[config.mk]
export PLATFORM = sky130hd
export DESIGN_NAME = contador_tempo_musica
export DESIGN_NICKNAME = d
export VERILOG_FILES = /design/src/rtl/contador_tempo_musica_pkg.sv /design/src/rtl/bin_para_bcd_2dig.sv /design/src/rtl/contador_tempo_musica.sv
export SDC_FILE = /design/constraint.sdc
export NUM_CORES = 1
export LEC_CHECK = 0
export ABC_AREA = 1
export ABC_CLOCK_PERIOD_IN_PS = 5200
export CAP_MARGIN = 20
export CORE_MARGIN = 4
export CORE_UTILIZATION = 54
export DETAILED_ROUTE_END_ITERATION = 16
export MAX_ROUTING_LAYER = met4
export PLACE_DENSITY_LB_ADDON = 0.1
export SYNTH_ARGS = -nofsm -noshare
export SYNTH_HDL_FRONTEND = slang
export SYNTH_SLANG_ARGS = --single-unit
[constraint.sdc]
create_clock -name clk -period 5.2 [get_ports clk]
set_input_delay 0.78 -clock clk [delete_from_list [all_inputs] [get_ports clk]]
set_output_delay 0.78 -clock clk [all_outputs]
set_load 0.02 [all_outputs]
[src/rtl/contador_tempo_musica_pkg.sv]
// rtl/contador_tempo_musica_pkg.sv - shared constants for the elapsed-time counter
package contador_tempo_musica_pkg;

    localparam int ADDRS_POR_SEGUNDO = 3000;
    localparam int SALTO_10          = 10;
    localparam int SALTO_30          = 30;
    localparam int SEG_POR_MIN       = 60;
    localparam int BCD_W             = 4;

endpackage

[src/rtl/bin_para_bcd_2dig.sv]
// rtl/bin_para_bcd_2dig.sv - combinational 7-bit binary (0..99) to two BCD digits
module bin_para_bcd_2dig
    import contador_tempo_musica_pkg::*;
(
    input  logic [6:0]       valor,
    output logic [BCD_W-1:0] dezena,
    output logic [BCD_W-1:0] unidade
);

    // Threshold search instead of a divider; inputs above 99 are never produced.
    always_comb begin
        dezena  = '0;
        unidade = BCD_W'(valor);
        for (int i = 1; i <= 9; i++) begin
            if (valor >= 7'(10 * i)) begin
                dezena  = BCD_W'(i);
                unidade = BCD_W'(valor - 7'(10 * i));
            end
        end
    end

endmodule

[src/rtl/contador_tempo_musica.sv]
// rtl/contador_tempo_musica.sv - mm:ss elapsed-time counter with saturating jumps and BCD outputs
module contador_tempo_musica #(
    parameter int ADDRS_POR_SEGUNDO = contador_tempo_musica_pkg::ADDRS_POR_SEGUNDO,
    parameter int MAX_MIN           = 99
) (
    input  logic                                        clk,
    input  logic                                        reset,
    input  logic                                        count,
    input  logic                                        prox_musica,
    input  logic                                        salto_valido,
    input  logic signed [8:0]                           salto_valor,
    output logic [contador_tempo_musica_pkg::BCD_W-1:0] min_dezena,
    output logic [contador_tempo_musica_pkg::BCD_W-1:0] min_unidade,
    output logic [contador_tempo_musica_pkg::BCD_W-1:0] seg_dezena,
    output logic [contador_tempo_musica_pkg::BCD_W-1:0] seg_unidade,
    output logic                                        fim_contagem
);

    import contador_tempo_musica_pkg::*;

    localparam int PRE_W = $clog2(ADDRS_POR_SEGUNDO);
    localparam logic [PRE_W-1:0] PRE_ULTIMO = PRE_W'(ADDRS_POR_SEGUNDO - 1);

    logic [PRE_W-1:0] pre;
    logic [6:0]       min;
    logic [5:0]       seg;

    logic             tick;
    logic [PRE_W-1:0] pre_next;
    logic signed [9:0] delta;
    logic signed [9:0] total;
    logic signed [8:0] min_tmp;
    logic [5:0]       seg_tmp;
    logic [6:0]       min_next;
    logic [5:0]       seg_next;
    logic             fim_next;

    logic [BCD_W-1:0] md_next, mu_next, sd_next, su_next;

    always_comb begin
        tick     = count && (pre == PRE_ULTIMO);
        pre_next = pre;
        if (count) begin
            pre_next = tick ? '0 : pre + 1'b1;
        end
    end

    always_comb begin
        delta = (salto_valido ? {salto_valor[8], salto_valor} : 10'sd0)
              + (tick ? 10'sd1 : 10'sd0);
        total = $signed({4'b0000, seg}) + delta;

        // |delta| <= 60, so at most one carry or borrow into the minutes.
        if (total >= 10'(SEG_POR_MIN)) begin
            seg_tmp = 6'(total - 10'(SEG_POR_MIN));
            min_tmp = $signed({2'b00, min}) + 9'sd1;
        end else if (total < 10'sd0) begin
            seg_tmp = 6'(total + 10'(SEG_POR_MIN));
            min_tmp = $signed({2'b00, min}) - 9'sd1;
        end else begin
            seg_tmp = 6'(total);
            min_tmp = $signed({2'b00, min});
        end

        if (min_tmp < 9'sd0) begin
            min_next = '0;
            seg_next = '0;
        end else if (min_tmp > 9'(MAX_MIN)) begin
            min_next = 7'(MAX_MIN);
            seg_next = 6'(SEG_POR_MIN - 1);
        end else begin
            min_next = 7'(min_tmp);
            seg_next = seg_tmp;
        end

        fim_next = (min_next == 7'(MAX_MIN)) && (seg_next == 6'(SEG_POR_MIN - 1));
    end

    bin_para_bcd_2dig u_bcd_min (
        .valor   (min_next),
        .dezena  (md_next),
        .unidade (mu_next)
    );

    bin_para_bcd_2dig u_bcd_seg (
        .valor   ({1'b0, seg_next}),
        .dezena  (sd_next),
        .unidade (su_next)
    );

    always_ff @(posedge clk) begin
        if (reset || prox_musica) begin
            pre          <= '0;
            min          <= '0;
            seg          <= '0;
            min_dezena   <= '0;
            min_unidade  <= '0;
            seg_dezena   <= '0;
            seg_unidade  <= '0;
            fim_contagem <= 1'b0;
        end else begin
            pre          <= pre_next;
            min          <= min_next;
            seg          <= seg_next;
            min_dezena   <= md_next;
            min_unidade  <= mu_next;
            seg_dezena   <= sd_next;
            seg_unidade  <= su_next;
            fim_contagem <= fim_next;
        end
    end

endmodule

=== Word-level counts from Yosys, hierarchy flattened ===
Index checks and enable logic that the tools add are counted.

* Bits in registers: 42
* Output and inout bits: 17
* Input bits: 14

* Magnitude comparators: 22
* Equal/unequal tests: 3
* $add $sub $neg: 25
* Multiplexer cells: 47
* Reductions and logical operators: 5

{| class="wikitable"
|+ Operators by type and width
! cell !! count
|-
| 2-to-1 mux 4 bit || 22
|-
| subtractor 4 bit (second input constant) || 10
|-
| 2-to-1 mux 3 bit || 8
|-
| 2-to-1 mux 6 bit || 4
|-
| greater-or-equal comparator 6 x 7 -> 1 bit (second input constant) || 3
|-
| greater-or-equal comparator 7 x 6 -> 1 bit (second input constant) || 3
|-
| greater-or-equal comparator 7 bit (second input constant) || 3
|-
| greater-or-equal comparator 6 bit (second input constant) || 3
|-
| 2-to-1 mux 9 bit || 2
|-
| subtractor 4 x 3 -> 4 bit (second input constant) || 4
|-
| greater-or-equal comparator 7 x 5 -> 1 bit (second input constant) || 2
|-
| 2-to-1 mux 7 bit || 2
|-
| adder 12 x 1 -> 12 bit (second input constant) || 1
|-
| == test 12 bit (second input constant) || 1
|-
| greater-or-equal comparator 6 x 5 -> 1 bit (second input constant) || 2
|-
| 2-to-1 mux 12 bit || 1
|-
| adder 10 x 1 -> 10 bit || 1
|-
| adder 7 x 10 -> 10 bit || 1
|-
| greater-or-equal comparator 10 x 7 -> 1 bit (second input constant) || 1
|-
| less-than comparator 10 x 1 -> 1 bit (second input constant) || 1
|-
| 2-to-1 mux 10 bit || 1
|-
| > comparator 9 x 8 -> 1 bit (second input constant) || 1
|-
| less-than comparator 9 x 1 -> 1 bit (second input constant) || 1
|-
| adder 7 x 1 -> 8 bit (second input constant) || 1
|-
| 14 further kinds || 23
|}

=== Longest topological paths before layout ===
* Depth after elaboration: 21
* Gate-level depth with buffers: 45
* Depth with buffers taken out: 44

=== By module ===
From an unflattened synthesis, not the netlist that was laid out.

* Cell total of the unflattened synthesis: 666
* Area, all modules: 4062.6 um^2

{| class="wikitable"
|+ Modules (own cells, without submodules)
! module !! area each (um^2) !! times used !! cells an instance
|-
| contador_tempo_musica || 2781.4 || 1 || 414
|-
| bin_para_bcd_2dig || 640.6 || 2 || 126
|}

=== Least setup slack after synthesis ===
No wires, ideal clock.

* Path kind: in2reg
* From: input count
* To: register min_unidade[1] (netlist bit)
* Data required time: 5.087 ns
* Data arrival time: 5.355 ns
* Cell stages on the path: 39
* Path buffers: 2
* Slack: -0.267 ns
* Path through: clkbuf_1 -> inv_1 -> nor4_1 -> nand3_1 -> fa_1 -> fa_1 -> xnor2_1 -> ha_1 -> inv_1 -> nor2_2 -> nand2_2 -> nand3_4 -> nand2_4 -> buf_6 -> nand2_2 -> nand2_2 -> nor2_2 -> nand2_1 -> [... 3 more ...] -> inv_1 -> ha_1 -> inv_1 -> nand2_1 -> nand2_1 -> inv_1 -> nand2_1 -> nor2_1 -> o21bai_1 -> nand2_1 -> nand2_1 -> nand2_1 -> nand2_1 -> nand2_2 -> nand2_2 -> nand2_1 -> nand2_1 -> nor2_1

* Word-level cells in the longest chain between the ends: 20
* Elaborated cells on any way between the ends: 39
* Those cells by class: add/sub (11); order compare (13); mux (14); reduce/logical (1)

{| class="wikitable"
|+ Ends and longest elaborated chain
! element !! line !! text
|-
| from (decl) || contador_tempo_musica.sv:8 || <nowiki>input logic count,</nowiki>
|-
| logical AND 1 bit * || contador_tempo_musica.sv:41 || <nowiki>tick = count && (pre == PRE_ULTIMO);</nowiki>
|-
| 2-to-1 mux 1 bit * || contador_tempo_musica.sv:50 || <nowiki>+ (tick ? 10'sd1 : 10'sd0);</nowiki>
|-
| adder 10 x 1 -> 10 bit * || contador_tempo_musica.sv:50 ||
|-
| adder 7 x 10 -> 10 bit * || contador_tempo_musica.sv:51 || <nowiki>total = $signed({4'b0000, seg}) + delta;</nowiki>
|-
| less-than comparator 10 x 1 -> 1 bit || contador_tempo_musica.sv:57 || <nowiki>end else if (total < 10'sd0) begin</nowiki>
|-
| 2-to-1 mux 9 bit || contador_tempo_musica.sv:57 ||
|-
| 2-to-1 mux 9 bit * || contador_tempo_musica.sv:54 || <nowiki>if (total >= 10'(SEG_POR_MIN)) begin</nowiki>
|-
| > comparator 9 x 8 -> 1 bit || contador_tempo_musica.sv:68 || <nowiki>end else if (min_tmp > 9'(MAX_MIN)) begin</nowiki>
|-
| 2-to-1 mux 7 bit || contador_tempo_musica.sv:68 ||
|-
| 2-to-1 mux 7 bit * || contador_tempo_musica.sv:65 || <nowiki>if (min_tmp < 9'sd0) begin</nowiki>
|-
| net min_next[2] || contador_tempo_musica.sv:34 || <nowiki>logic [6:0] min_next;</nowiki>
|-
| greater-or-equal comparator 7 x 4 -> 1 bit || bin_para_bcd_2dig.sv:15 || <nowiki>if (valor >= 7'(10 * i)) begin</nowiki>
|-
| 2-to-1 mux 4 bit (8 in a row) || bin_para_bcd_2dig.sv:15 ||
|-
| 2-to-1 mux 4 bit * || bin_para_bcd_2dig.sv:15 ||
|-
| to (signal assigned) || contador_tempo_musica.sv:106 || <nowiki>min_unidade <= mu_next;</nowiki>
|-
| to (decl) || contador_tempo_musica.sv:13 || <nowiki>output logic [contador_tempo_musica_pkg::BCD_W-1:0] min_unidade,</nowiki>
|}

The timed path passes the listed nets; every way through them passes the cells marked *.
A chain may end at the register's enable or synchronous reset.

=== Worst setup path in the final report ===
* From: input count
* To: register seg_unidade[2] (netlist bit)

* Word-level cells in the longest chain between the ends: 20
* Elaborated cells on any way between the ends: 43
* Those cells by class: add/sub (13); order compare (13); mux (16); reduce/logical (1)

{| class="wikitable"
|+ Ends and longest elaborated chain
! element !! line !! text
|-
| logical AND 1 bit * || contador_tempo_musica.sv:41 ||
|-
| 2-to-1 mux 1 bit * || contador_tempo_musica.sv:50 ||
|-
| adder 10 x 1 -> 10 bit * || contador_tempo_musica.sv:50 ||
|-
| adder 7 x 10 -> 10 bit * || contador_tempo_musica.sv:51 ||
|-
| less-than comparator 10 x 1 -> 1 bit || contador_tempo_musica.sv:57 ||
|-
| 2-to-1 mux 9 bit || contador_tempo_musica.sv:57 ||
|-
| 2-to-1 mux 9 bit || contador_tempo_musica.sv:54 ||
|-
| > comparator 9 x 8 -> 1 bit || contador_tempo_musica.sv:68 ||
|-
| 2-to-1 mux 6 bit || contador_tempo_musica.sv:68 ||
|-
| 2-to-1 mux 6 bit * || contador_tempo_musica.sv:65 ||
|-
| net seg_next[2] || contador_tempo_musica.sv:35 || <nowiki>logic [5:0] seg_next;</nowiki>
|-
| greater-or-equal comparator 6 x 4 -> 1 bit / subtractor 4 bit (equally long branches) || bin_para_bcd_2dig.sv:15, bin_para_bcd_2dig.sv:17 ||
|-
| 2-to-1 mux 4 bit (8 in a row) || bin_para_bcd_2dig.sv:15 ||
|-
| 2-to-1 mux 4 bit * || bin_para_bcd_2dig.sv:15 ||
|-
| to (signal assigned) || contador_tempo_musica.sv:108 || <nowiki>seg_unidade <= su_next;</nowiki>
|-
| to (decl) || contador_tempo_musica.sv:15 || <nowiki>output logic [contador_tempo_musica_pkg::BCD_W-1:0] seg_unidade,</nowiki>
|}

Marked as above.

==> flow_summary.json <==
{
  "synthArstFlopShare_pct": 0,
  "required_ns": 5.43,
  "clock_sinks": 39,
  "grt_pass1_vias": 3923,
  "cp.arrival_ns": 5.22,
  "final_common_cell": "nand2_1",
  "io_buffers": 29,
  "syn_to_final_growth_pct": 37.4,
  "r2r_end": "seg_unidade[2]$_SDFF_PP0_",
  "syn_area_per_cell_um2": 6.11,
  "synthesis.nets": 642,
  "holdBufCountCts": 0,
  "grt_usage_pct": 25.6,
  "dr.pass1.iters": 5,
  "htree_levels": 2,
  "nets": 776,
  "rows": 29,
  "reg2reg_from": "pre[0]$_SDFFE_PP0P_",
  "syn_inst": 600,
  "r2r_slack_ns": 0.31,
  "synth_edf_count": 0,
  "p_per_area_nw_per_um2": 341,
  "preCtsSetupSlack_ns": -0.504,
  "dieWidth_um": 90.4,
  "cp_max_fo": 6,
  "die_h_um": 90.4,
  "die-area_um2": 8180,
  "r2r_cells": 31,
  "relSlewSlack_pct": 47.8,
  "cp-start-kind": "input pin",
  "clock_latency_ns": 0.31,
  "hold_viol_final": 0,
  "hold_start": "pre[5]$_SDFFE_PP0P_",
  "p_leak_uw": 0.00264,
  "cpPeakStageDelay_ns": 0.43,
  "min_path_cells": 2,
  "netlist_area_um2": 3670,
  "end_kind": "register",
  "crit_family": "simple AND/OR/NAND/NOR gates",
  "cp-startpoint": "count",
  "ant_nets": 0,
  "viasPerCell": 5.13,
  "drc": 0,
  "clkTransAtPathRegs_ns": 0.09,
  "max-cap-violations": 0,
  "pin_count": 31,
  "worst_path_max_delay_cell": "fa_2",
  "antenna_found_initial": 0,
  "worst_pin_slew_ns": 0.782,
  "wl_per_cell_um": 12.7,
  "grt_pass1_wl_mm": 17.2,
  "drive_above_1_share_pct": 27.3,
  "period_minus_slack_ns": 4.99,
  "initial_utilization_pct": 56.8,
  "coreArea_um2": 6460,
  "dpl.hpwl_mm": 7.78,
  "grt_max_degree": 24,
  "hold-worst-slack_ns": 0.497,
  "status": "completed",
  "num_vias": 4169,
  "drv_slew": 0,
  "cp_common_cell": "nand2_2",
  "min_to": "pre[6]$_SDFFE_PP0P_",
  "synth_top_flop_cell": "dfxtp_1",
  "drt_iter0_markers": 172,
  "path_class": "input pin to register",
  "n_antenna_cell": 0,
  "finalWirelength_mm": 10.3,
  "synth-seq-cells": 39,
  "cts_buffers": 5,
  "layout.cells.most_common_list": "141 x nand2_1, 106 x buf_4, 93 x inv_1",
  "synth_cell_type_count": 42,
  "clock_skew_ns": 0.0116,
  "yosysWarnings": 0,
  "cts_buffer_depth": 2,
  "synth-seq-area-share_pct": 21.3,
  "ir_worst_vdd_v": 0.000230,
  "hold_class": "register to register",
  "finalCritPeriodShare_pct": 95.9,
  "cts_tree": "done",
  "cts_root_buf": "clkbuf_8",
  "routabilityCongestion": 0.948,
  "layout_setup_ws_ns": 0.212,
  "finalSetupViolations": 0,
  "max_freq_mhz": 200,
  "grt_overflow_total": 0,
  "critical_path_buf_inv_count": 6
}
cell usage after synthesis (2+ instances only):
| cell | n | area (um^2) |
|---|---|---|
| fa_1 | 2 | 40.0 |
| nor2_2 | 6 | 37.5 |
| inv_2 | 10 | 37.5 |
| nor2_1 | 65 | 244 |
| o21ai_2 | 2 | 17.5 |
| a21oi_1 | 28 | 140 |
| ha_1 | 26 | 325 |
| nor2_4 | 3 | 33.8 |
| nand3b_1 | 2 | 15.0 |
| nand2_2 | 21 | 131 |
| o211ai_1 | 2 | 15.0 |
| inv_1 | 99 | 372 |
| o21ai_0 | 24 | 120 |
| nand4_1 | 9 | 56.3 |
| nand2_1 | 151 | 567 |
| a31oi_1 | 4 | 25.0 |
| nand3_1 | 41 | 205 |
| dfxtp_1 | 39 | 781 |
| nor4_1 | 3 | 18.8 |
| xnor2_1 | 2 | 17.5 |
| nor3_1 | 10 | 50.1 |
| nand2_4 | 4 | 45.0 |
| xor2_1 | 12 | 105 |
| clkbuf_1 | 5 | 18.8 |
| buf_4 | 4 | 30.0 |
| buf_6 | 2 | 22.5 |
| o21ai_1 | 9 | 45.0 |
registers in the layout, summed over array words and instances (netlist names):
| name | flops |
|---|---|
| seg | 5 |
| fim_contagem | 1 |
| min_dezena | 4 |
| pre | 12 |
| seg_dezena | 3 |
| seg_unidade | 4 |
| min | 6 |
| min_unidade | 4 |
through the flow:
step           power, uW  setup TNS, ns  instances  utilization [%]  area [um^2]
5_1_grt             1850         -0.208        812             78.0         5040
6_report            1720              0        812             78.0         5040
2_1_floorplan        952              0        600                -         3690
3_3_place_gp        1370          -2.85        785             72.5         4680
4_1_cts             1680              0        801             75.7         4890
3_5_place_dp        1390          -4.81        785             72.5         4680
cell type report:
class	count	area, um^2
clock buffers	5	68.8
clock inverters	3	43.8
fillers	506	1420
inverters	110	413
multi-input cells	440	2520
flip-flops and latches	39	781
well taps	77	96.3
repair buffers	138	1120
per-layer routing:
metal / wire length (um) / up-vias / global-route usage, %
li1: - / 2143 / -
met1: 4650 / 1898 / 31.2
met2: 5020 / 105 / 44.6
met3: 451 / 23 / 3.92
met4: 177 / 0 / 6.12
met5: 0 / - / -
worst min-delay path: stages, from the launching register on:
cell and delay (ns):
dfxtp_1 0.32, nand2_1 0.06, a21oi_1 0.07
what timing repair did:
| item | CTS | global route |
|---|---|---|
| endpoints found under the hold margin | 0 | 0 |
| pin swaps | 17 | 22 |
| gates resized for setup | 15 | 25 |
| setup endpoints to repair | 9 | 12 |
| buffers inserted | 7 | 11 |
| gates cloned | 1 | 0 |
power breakdown:
group / internal [uW] / switching (uW)
Combinational: 509 / 602
Sequential: 331 / 16.3
Clock: 143 / 119
Total: 983 / 737
how the worst max path moves through the flow:
stage / slack (ns) / end / cells past startpoint
floorplan: 0.02 / min_unidade[1]$_SDFF_PP0_ / 40
global placement: -0.33 / min_unidade[3]$_SDFF_PP0_ / 39
detailed placement: -0.50 / min_unidade[1]$_SDFF_PP0_ / 39
CTS: 0.005 / min_unidade[3]$_SDFF_PP0_ / 39
global route: -0.07 / min_unidade[1]$_SDFF_PP0_ / 40
finish: 0.21 / seg_unidade[2]$_SDFF_PP0_ / 31
cell families (layout without fill, tap and decap cells):
family | after synthesis | after routing | synth area share (%)
AO/OA/AOI/OAI | 77 | 77 | 11.8
XOR/XNOR | 14 | 14 | 3.34
adder cells (fa/ha/maj) | 28 | 28 | 9.96
buffers and inverters | 122 | 256 | 13.3
flip-flops | 39 | 39 | 21.3
other | 1 | 1 | 0.102
AND/OR/NAND/NOR | 319 | 320 | 40.1
No activity file was read; power rests on OpenSTA's default activity.
